## config.mk

```make
export PLATFORM = sky130hd
export DESIGN_NAME = life_datapath
export DESIGN_NICKNAME = d
export VERILOG_FILES = /design/src/rtl/life_datapath.sv
export SDC_FILE = /design/constraint.sdc
export NUM_CORES = 1
export LEC_CHECK = 0
export CORE_UTILIZATION = 58
export CTS_CLUSTER_SIZE = 14
export DETAILED_ROUTE_END_ITERATION = 6
export HOLD_SLACK_MARGIN = 0.02
export PLACE_DENSITY = 0.81
export SYNTH_ARGS = -nofsm -noshare
export SYNTH_HDL_FRONTEND = slang
export SYNTH_SLANG_ARGS = --single-unit
```

## constraint.sdc

```tcl
create_clock -name clk -period 0.8 [get_ports clk]
set_clock_uncertainty 0.2 [all_clocks]
set_input_delay 0.16 -clock clk [delete_from_list [all_inputs] [get_ports clk]]
set_output_delay 0.16 -clock clk [all_outputs]
set_load 0.01 [all_outputs]
```

## src/rtl/life_datapath.sv

```systemverilog
// One Game-of-Life generation on a non-wrapping 8x8 board.
// Next state is combinational; a single async-clear register holds the result.
module life_datapath (
  input  logic        clk,
  input  logic        reset,
  input  logic [63:0] grid,
  output logic [63:0] grid_evolve
);

  // Board framed by a dead border so edge cells need no special case.
  logic [9:0] prow [10];
  logic [63:0] next_grid;

  assign prow[0] = '0;
  assign prow[9] = '0;

  for (genvar i = 0; i < 8; i++) begin : g_pad
    assign prow[i+1] = {1'b0, grid[8*i +: 8], 1'b0};
  end

  for (genvar r = 0; r < 8; r++) begin : g_row
    for (genvar c = 0; c < 8; c++) begin : g_col
      logic [3:0] cnt;
      logic       live;

      assign cnt = {3'b0, prow[r][c]}
                 + {3'b0, prow[r][c+1]}
                 + {3'b0, prow[r][c+2]}
                 + {3'b0, prow[r+1][c]}
                 + {3'b0, prow[r+1][c+2]}
                 + {3'b0, prow[r+2][c]}
                 + {3'b0, prow[r+2][c+1]}
                 + {3'b0, prow[r+2][c+2]};

      assign live = grid[8*r+c];

      assign next_grid[8*r+c] =
        (cnt == 4'd3) | (live & (cnt == 4'd2));
    end
  end

  always_ff @(posedge clk or negedge reset) begin
    if (!reset) grid_evolve <= '0;
    else        grid_evolve <= next_grid;
  end

endmodule

```

==> Word level (Yosys, flattened, before mapping) <==
Index checks and enable logic that the tools add are counted.
{ "word_totals": {"elab_cells": 606, "in_bits": 66, "regBits": 64, "out_inout_bits": 64} }
{ "classes": {"bitwise_logic": 128, "addsub": 349, "eq_ne": 128} }
{ "ops": {"columns": ["op", "n"], "rows": [
  ["$add 4x1->4", 182],
  ["$eq 4x2->1 const B", 124],
  ["$add 3x1->4", 54],
  ["$add 2x1->3", 56],
  ["$add 1x1->2", 57],
  ["$and 1x1->1", 64],
  ["$or 1x1->1", 64],
  ["$eq 3x2->1 const B", 4]
]} }

==> Logic depth before layout (Yosys ltp) <==
Gate-level depths: netlist of run 1.
{ "logic_depth": {"word_depth": 10, "depth_mapped": 9, "ltp_nobuf": 9} }

==> Worst setup path before layout of run 1 <==
Ideal clock, no wire load.
{ "synth_timing": {"kind": "input to register", "from": "input port grid[51]", "to": "register grid_evolve[52]", "setup_ns": 0.077, "required_time_ns": 0.523, "arrival_ns": 2.855, "path_slack_ns": -2.333, "path_buffers": 0, "cell_stages": 9, "cell_sequence": "inv_1 fa_1 fa_1 fa_1 inv_1 ha_1 fa_1 or2_2 a21oi_1"} }
{ "synth_between": {"elab_chain_len": 8, "word_cells_on_any_way": 9, "cone_classes": "5 x add/sub; 2 x eq/ne; 2 x bitwise"} }
{ "synth_rtl": {"columns": ["element", "line", "rtl"], "rows": [
  ["start, declared", "6", "input logic [63:0] grid,"],
  ["$add 3x1->4 *", "29", "+ {3'b0, prow[r+1][c]}"],
  ["$add 4x1->4 *", "30", "+ {3'b0, prow[r+1][c+2]}"],
  ["$add 4x1->4 *", "31", "+ {3'b0, prow[r+2][c]}"],
  ["$add 4x1->4 *", "32", "+ {3'b0, prow[r+2][c+1]}"],
  ["$add 4x1->4 *", "33", "+ {3'b0, prow[r+2][c+2]};"],
  ["$eq 4x2->1", "38", "(cnt == 4'd3) | (live & (cnt == 4'd2));"],
  ["$and 1x1->1", "38", null],
  ["$or 1x1->1 *", "38", null],
  ["named net next_grid[52]", "12", "logic [63:0] next_grid;"],
  ["end signal, assigned", "44", "else grid_evolve <= next_grid;"],
  ["end, declared", "7", "output logic [63:0] grid_evolve"]
]} }
The timed path passes the listed nets; every way through them passes the cells marked *.

==> Worst setup path in the final report of run 1 <==
{ "layout_timing": {"from": "input port grid[37]", "to": "register grid_evolve[45]"} }
{ "layout_between": {"elab_chain_len": 10, "word_cells_on_any_way": 11, "cone_classes": "7 x add/sub; 2 x eq/ne; 2 x bitwise"} }
{ "layout_rtl": {"columns": ["element", "line", "rtl"], "rows": [
  ["$add 1x1->2 *", "27", "+ {3'b0, prow[r][c+1]}"],
  ["$add 2x1->3 *", "28", "+ {3'b0, prow[r][c+2]}"],
  ["$add 3x1->4 *", "29", null],
  ["$add 4x1->4 *", "30", null],
  ["$add 4x1->4 *", "31", null],
  ["$add 4x1->4 *", "32", null],
  ["$add 4x1->4 *", "33", null],
  ["$eq 4x2->1", "38", null],
  ["$and 1x1->1", "38", null],
  ["$or 1x1->1 *", "38", null],
  ["named net next_grid[45]", "12", null]
]} }
Marked as above.

==> metrics, run 1 <==
CTS H-tree depth 3; Final WS setup -2.43 ns; CTS tree built; Fin. Hold Viols 60; die height 130 um; Lkg Pwr between 7 and 8 nW; slowest cell on the critical path fa_1; Seq/Total Area, Yosys 0.169; final setup TNS -130.50 ns; fin crit share 4.03; Synthesis Warnings 0; fill count 465; DR pass1 iterations 5; Clock Tree Buf Depth 2; fin crit period about 3.2 ns; num rows 46; first-pass GRT wire length about 52000 um; Post-Place Worst Slack -3.01 ns; CP most frequent cell fa_1; sw frac 0.446; largest cells by area after synthesis fa_1, ha_1, dfrtp_1; placed cell areas 12600 um^2; io pins 130; Yosys reg bits between 60 and 70; Routed WL 42000 um; layout cells sized above 1 0.560; max reg flops 64; initial antenna violation count 0; wire per inst 28.3 um; internal power ~0.016 W; Synth cell types 20; CP Class primary input to flip-flop; Total GRT Usage 0.425; largest net degree at the start of global routing 24; fin area 14800 um^2; Critical Path AT roughly 3.3 ns; startpoint types primary input; # diodes 0; input/output buffers 129; Synth top area share 0.414; GPL Wtd Cong 0.835; grt ovf 0; post-DP HPWL 18300 um; worst path required time approximately 0.90 ns; CP cell instances buf_8 > clkinvlp_4 > buf_4 > fa_1 > fa_1 > fa_1 > inv_2 > ha_4 > fa_2 > o21ai_2 > a21oi_2; logic gate share of total power 0.690; Mapped Nets roughly 1300; family with the most delay on the worst path adder cells; RSZ-0062 raised after global routing yes; Slew HR 0.735; maxcap violations 0; most common cell after layout, fill and taps aside buf_4; initial core utilization 0.596; Setup crit end kind flip-flop; Iter 0 DRT Violations 902; Area Growth Syn to Fin 56.5%; Clock Sinks 64; Nets between 1500 and 2000; max-slew violation count 0; PD cells between 1500 and 2000 nW/um^2; Max Clk Rate ~310 MHz; Final Util 0.933; Max FO, Critical Path 2; largest registers grid_evolve (64); clk slew on worst S/H paths 0.06 ns; mean cell area of the mapped netlist around 11 um^2; die area 16800 um^2; vias in the first global route 10300; worst stage delay on the critical path 0.64 ns; Seq pwr share 0.162; Hold Crit Class primary input to async pin; most flop-heavy register grid_evolve; cell type with the largest total area after synthesis fa_1; antenna-violating nets left 0; Peak VDD IR 1.27 mV; DRC Markers 0; Setup violations, final 128; WP buf/inv 4; via count about 9400; Placeable Area around 16000 um^2; clock root buffer clkbuf_16; Die X 130 um; Clock Power Share 0.149; switching pwr 0.0130 W; Hold WS -0.381 ns; Post-Synthesis Cell Area roughly 9500 um^2; most frequent cells in the layout buf_4, inv_1, fa_1; Via density 6.35; failing checks negative hold slack, negative setup slack; Slew @ Worst Pin 0.395 ns; Num CTS Buffers 9; status finished with violations; Mapped Cells 888
==> power by group through the flow <==
stage / sequential, W / combinational (W) / clock (W)
finish: 0.00473 / 0.0202 / 0.00436
global route: 0.00474 / 0.0214 / 0.00444
floorplan: 0.00510 / 0.00728 / 0
detailed placement: 0.00464 / 0.0133 / 0
CTS: 0.00456 / 0.0154 / 0.00426
global placement: 0.00464 / 0.0123 / 0
==> synthesized netlist by cell type <==
| master | number |
|---|---|
| inv_1 | 258 |
| fa_1 | 196 |
| ha_1 | 138 |
| dfrtp_1 | 64 |
| a21oi_1 | 63 |
| nor2_1 | 32 |
| nand3_1 | 30 |
| o21ai_0 | 30 |
| or2_2 | 30 |
| nor3b_1 | 24 |
| a211oi_1 | 4 |
| a31oi_1 | 4 |
| nand2_1 | 4 |
| nor2b_1 | 3 |
| nor3_1 | 3 |
| a2111oi_2 | 1 |
| a211o_1 | 1 |
| nand2b_1 | 1 |
| nand3b_1 | 1 |
| o22ai_1 | 1 |
==> cell families (layout without fill, tap and decap cells) <==
family,Yosys count,after routing,synth area share
buf+inv,258,642,0.102
fa+ha+maj,334,334,0.597
compound gates,104,104,0.0581
simple gates,128,128,0.0740
flops,64,64,0.169
==> worst max-delay path by stage <==
| stage | end | depth (start not counted) | start | slack (ns) |
|---|---|---|---|---|
| 2_1_floorplan | grid_evolve[53] | 9 | grid[45] | -2.27 |
| 3_3_place_gp | grid_evolve[51] | 10 | grid[42] | -2.92 |
| 3_5_place_dp | grid_evolve[51] | 10 | grid[42] | -3.01 |
| 4_1_cts | grid_evolve[21] | 11 | grid[12] | -2.13 |
| 5_1_grt | grid_evolve[45] | 10 | grid[36] | -2.56 |
| 6_report | grid_evolve[45] | 11 | grid[37] | -2.43 |
==> area by class of cell <==
type	count	area [um^2]	share of cell area
multi-input cells	566	8190	0.552
repair buffers	368	3330	0.225
well taps	216	270	0.0182
clock buffers	13	260	0.0176
flip-flops and latches	64	1600	0.108
clock inverters	3	40.0	0.00270
inverters	258	1130	0.0761
==> timing repair <==
action | 4_1_cts | 5_1_grt
buffers inserted | 72 | 29
hold endpoints to repair | 72 | 67
hold buffers | 1 | 1
setup endpoints to repair | 128 | 131
resized for setup | 876 | 122
pin swaps | 179 | 137
==> metal layers <==
layer,GRT usage,wire (um),part of all wire
met2,0.751,20100,0.48
met5,0,35,0.00083
met1,0.444,12900,0.31
met3,0.0959,4500,0.11
met4,0.318,4490,0.11
==> metrics by stage <==
| stage | cells | power [W] | hold slack (ns) |
|---|---|---|---|
| after floorplan | 888 | 0.0124 | -0.336 |
| after global placement | 1384 | 0.0169 | -0.0212 |
| after detailed placement | 1384 | 0.0180 | -0.0237 |
| after CTS | 1468 | 0.0242 | -0.359 |
| after global routing | 1488 | 0.0305 | -0.367 |
| final | 1488 | 0.0293 | -0.381 |
Power figures use the tool's default switching activity.
==> run 2, diff against run 1 <==
SETUP_SLACK_MARGIN = 0.4   (was not set)
SKIP_CTS_REPAIR_TIMING = 1   (was not set)
==> run 2 against run 1 <==
Net effect:
- the run still ends with negative hold slack, negative setup slack left
- highest routed layer is now met4
- critical path depth up 1
- die area unchanged
- sequential power down 1%
- maximum frequency up 3.7%
- flip-flop and latch count unchanged
- count of clock-buffer cells in the layout unchanged
- largest power group unchanged
- via count down 11%
- design area down 2.3%
- utilization down 2.1 points
- global-route usage down 13 points
==> metrics, run 2 (synthesis gave the netlist of run 1 again) <==
family with the most delay on the worst path adder cells (unchanged); io pins 130 (unchanged); Via density 5.68 (was 6.35); Iter 0 DRT Violations 528 (was 902); largest net degree at the start of global routing 24 (unchanged); DRC Markers 0 (unchanged); Setup crit end kind flip-flop (unchanged); DR pass1 iterations 6 (was 5); initial core utilization 0.596 (unchanged); antenna-violating nets left 0 (unchanged); fill count 564 (was 465); Max Clk Rate 322 MHz (was 310 MHz); via count 8378 (was 9442); CP most frequent cell fa_1 (unchanged); Hold WS -0.402 ns (was -0.381 ns); most frequent cells in the layout buf_4, inv_1, fa_1 (unchanged); CP Class primary input to flip-flop (unchanged); grt ovf 0 (unchanged); die height 130 um (unchanged); fin crit share 3.89 (was 4.03); Fin. Hold Viols 66 (was 60); Hold Crit Class primary input to async pin (unchanged); layout cells sized above 1 0.541 (was 0.560); Max FO, Critical Path 4 (was 2); clk slew on worst S/H paths 0.06 ns (about the same); Die X 130 um (unchanged); Clock Tree Buf Depth 2 (unchanged); Setup violations, final 128 (unchanged); vias in the first global route 8267 (was 10300); Num CTS Buffers 9 (unchanged); input/output buffers 129 (unchanged); most common cell after layout, fill and taps aside buf_4 (unchanged); Lkg Pwr 7.02 nW (was 7.08 nW); Total GRT Usage 0.296 (was 0.425); Slew @ Worst Pin 0.270 ns (was 0.395 ns); status finished with violations (unchanged); Critical Path AT 3.20 ns (was 3.33 ns); max-slew violation count 0 (unchanged); WP buf/inv 5 (was 4); Peak VDD IR 1.27 mV (about the same); Final Non-Filler Cells 1474 (was 1488); CTS tree built (unchanged); most flop-heavy register grid_evolve (unchanged); worst path required time 0.89 ns (was 0.90 ns); Nets 1653 (was 1667); num rows 46 (unchanged); wire per inst 22.4 um (was 28.3 um); maxcap violations 0 (unchanged); max reg flops 64 (unchanged); CP cell instances buf_8 > clkinvlp_4 > buf_6 > buf_6 > fa_1 > fa_1 > fa_1 > inv_2 > ha_4 > fa_2 > or2_4 > a21oi_2 (was buf_8 > clkinvlp_4 > buf_4 > fa_1 > fa_1 > fa_1 > inv_2 > ha_4 > fa_2 > o21ai_2 > a21oi_2); startpoint types primary input (unchanged); Final WS setup -2.31 ns (was -2.43 ns); RSZ-0062 raised after global routing yes (unchanged); register area 1600 um^2 (unchanged); Area Growth Syn to Fin 52.9% (was 56.5%); GPL Wtd Cong 0.835 (unchanged); fin crit period 3.11 ns (was 3.23 ns); slowest cell on the critical path fa_1 (unchanged); Clock Sinks 64 (unchanged); first-pass GRT wire length 37900 um (was 52400 um); worst stage delay on the critical path 0.57 ns (was 0.64 ns); post-DP HPWL 18300 um (unchanged); Post-Place Worst Slack -3.01 ns (unchanged); Slew HR 0.818 (was 0.735); initial antenna violation count 0 (unchanged); PD cells 1830 nW/um^2 (was 1970 nW/um^2); final setup TNS -128.07 ns (was -130.50 ns); Multi-input gate area 8130 um^2 (was 8190 um^2); dpl cells 1384 (unchanged); # diodes 0 (unchanged); die area 16800 um^2 (unchanged); failing checks negative hold slack, negative setup slack (unchanged); largest registers grid_evolve (64) (unchanged); CTS H-tree depth 3 (unchanged); clock root buffer clkbuf_16 (unchanged); Placeable Area 15900 um^2 (unchanged); Routed WL 33000 um (was 42000 um)
run 2: changes by cell type in the layout (fill, tap and decap cells not counted), moves of 4 or more:
cell and change:
o21ai_2 -7, buf_2 -53, buf_8 -8, buf_4 -4, inv_1 +7, o21ai_1 +6
buf_6 -22, clkbuf_2 +71, dlymetal6s2s_1 +11
run 2: through the flow:
step	area (um^2)	total power [W]	utilization
5_1_grt	14500	0.0282	0.912
3_5_place_dp	12600	0.0180	0.796
2_1_floorplan	9930	0.0124	-
4_1_cts	12900	0.0225	0.815
6_report	14500	0.0266	0.912
3_3_place_gp	12600	0.0169	0.796
run 2: routing by layer:
| layer | track usage | routed length (um) | part of all wire |
|---|---|---|---|
| met5 | 0 | 0 | 0 |
| met4 | 0.119 | 2380 | 0.072 |
| met3 | 0.0476 | 2010 | 0.061 |
| met2 | 0.537 | 17100 | 0.52 |
| met1 | 0.352 | 11500 | 0.35 |
run 2: where the power goes:
part	internal, W	total, W	switching (W)
combinational	0.00838	0.0176	0.00920
clock	0.00258	0.00430	0.00172
sequential	0.00423	0.00467	0.000439
run 2: layout make-up:
cell class,instances,area share
Multi-Input combinational cell,566,0.561
Inverter,258,0.0765
Timing Repair Buffer,354,0.212
Clock buffer,13,0.0180
Sequential cell,64,0.111
Clock inverter,3,0.00276
Tap cell,216,0.0187
run 2: worst max-delay path by stage:
stage             start               to  slack [ns]  cells past startpoint
3_3_place_gp   grid[42]  grid_evolve[51]       -2.92                     10
6_report       grid[13]  grid_evolve[14]       -2.31                     12
2_1_floorplan  grid[45]  grid_evolve[53]       -2.27                      9
4_1_cts        grid[37]  grid_evolve[45]       -2.71                     10
3_5_place_dp   grid[42]  grid_evolve[51]       -3.01                     10
5_1_grt        grid[13]  grid_evolve[14]       -2.32                     12
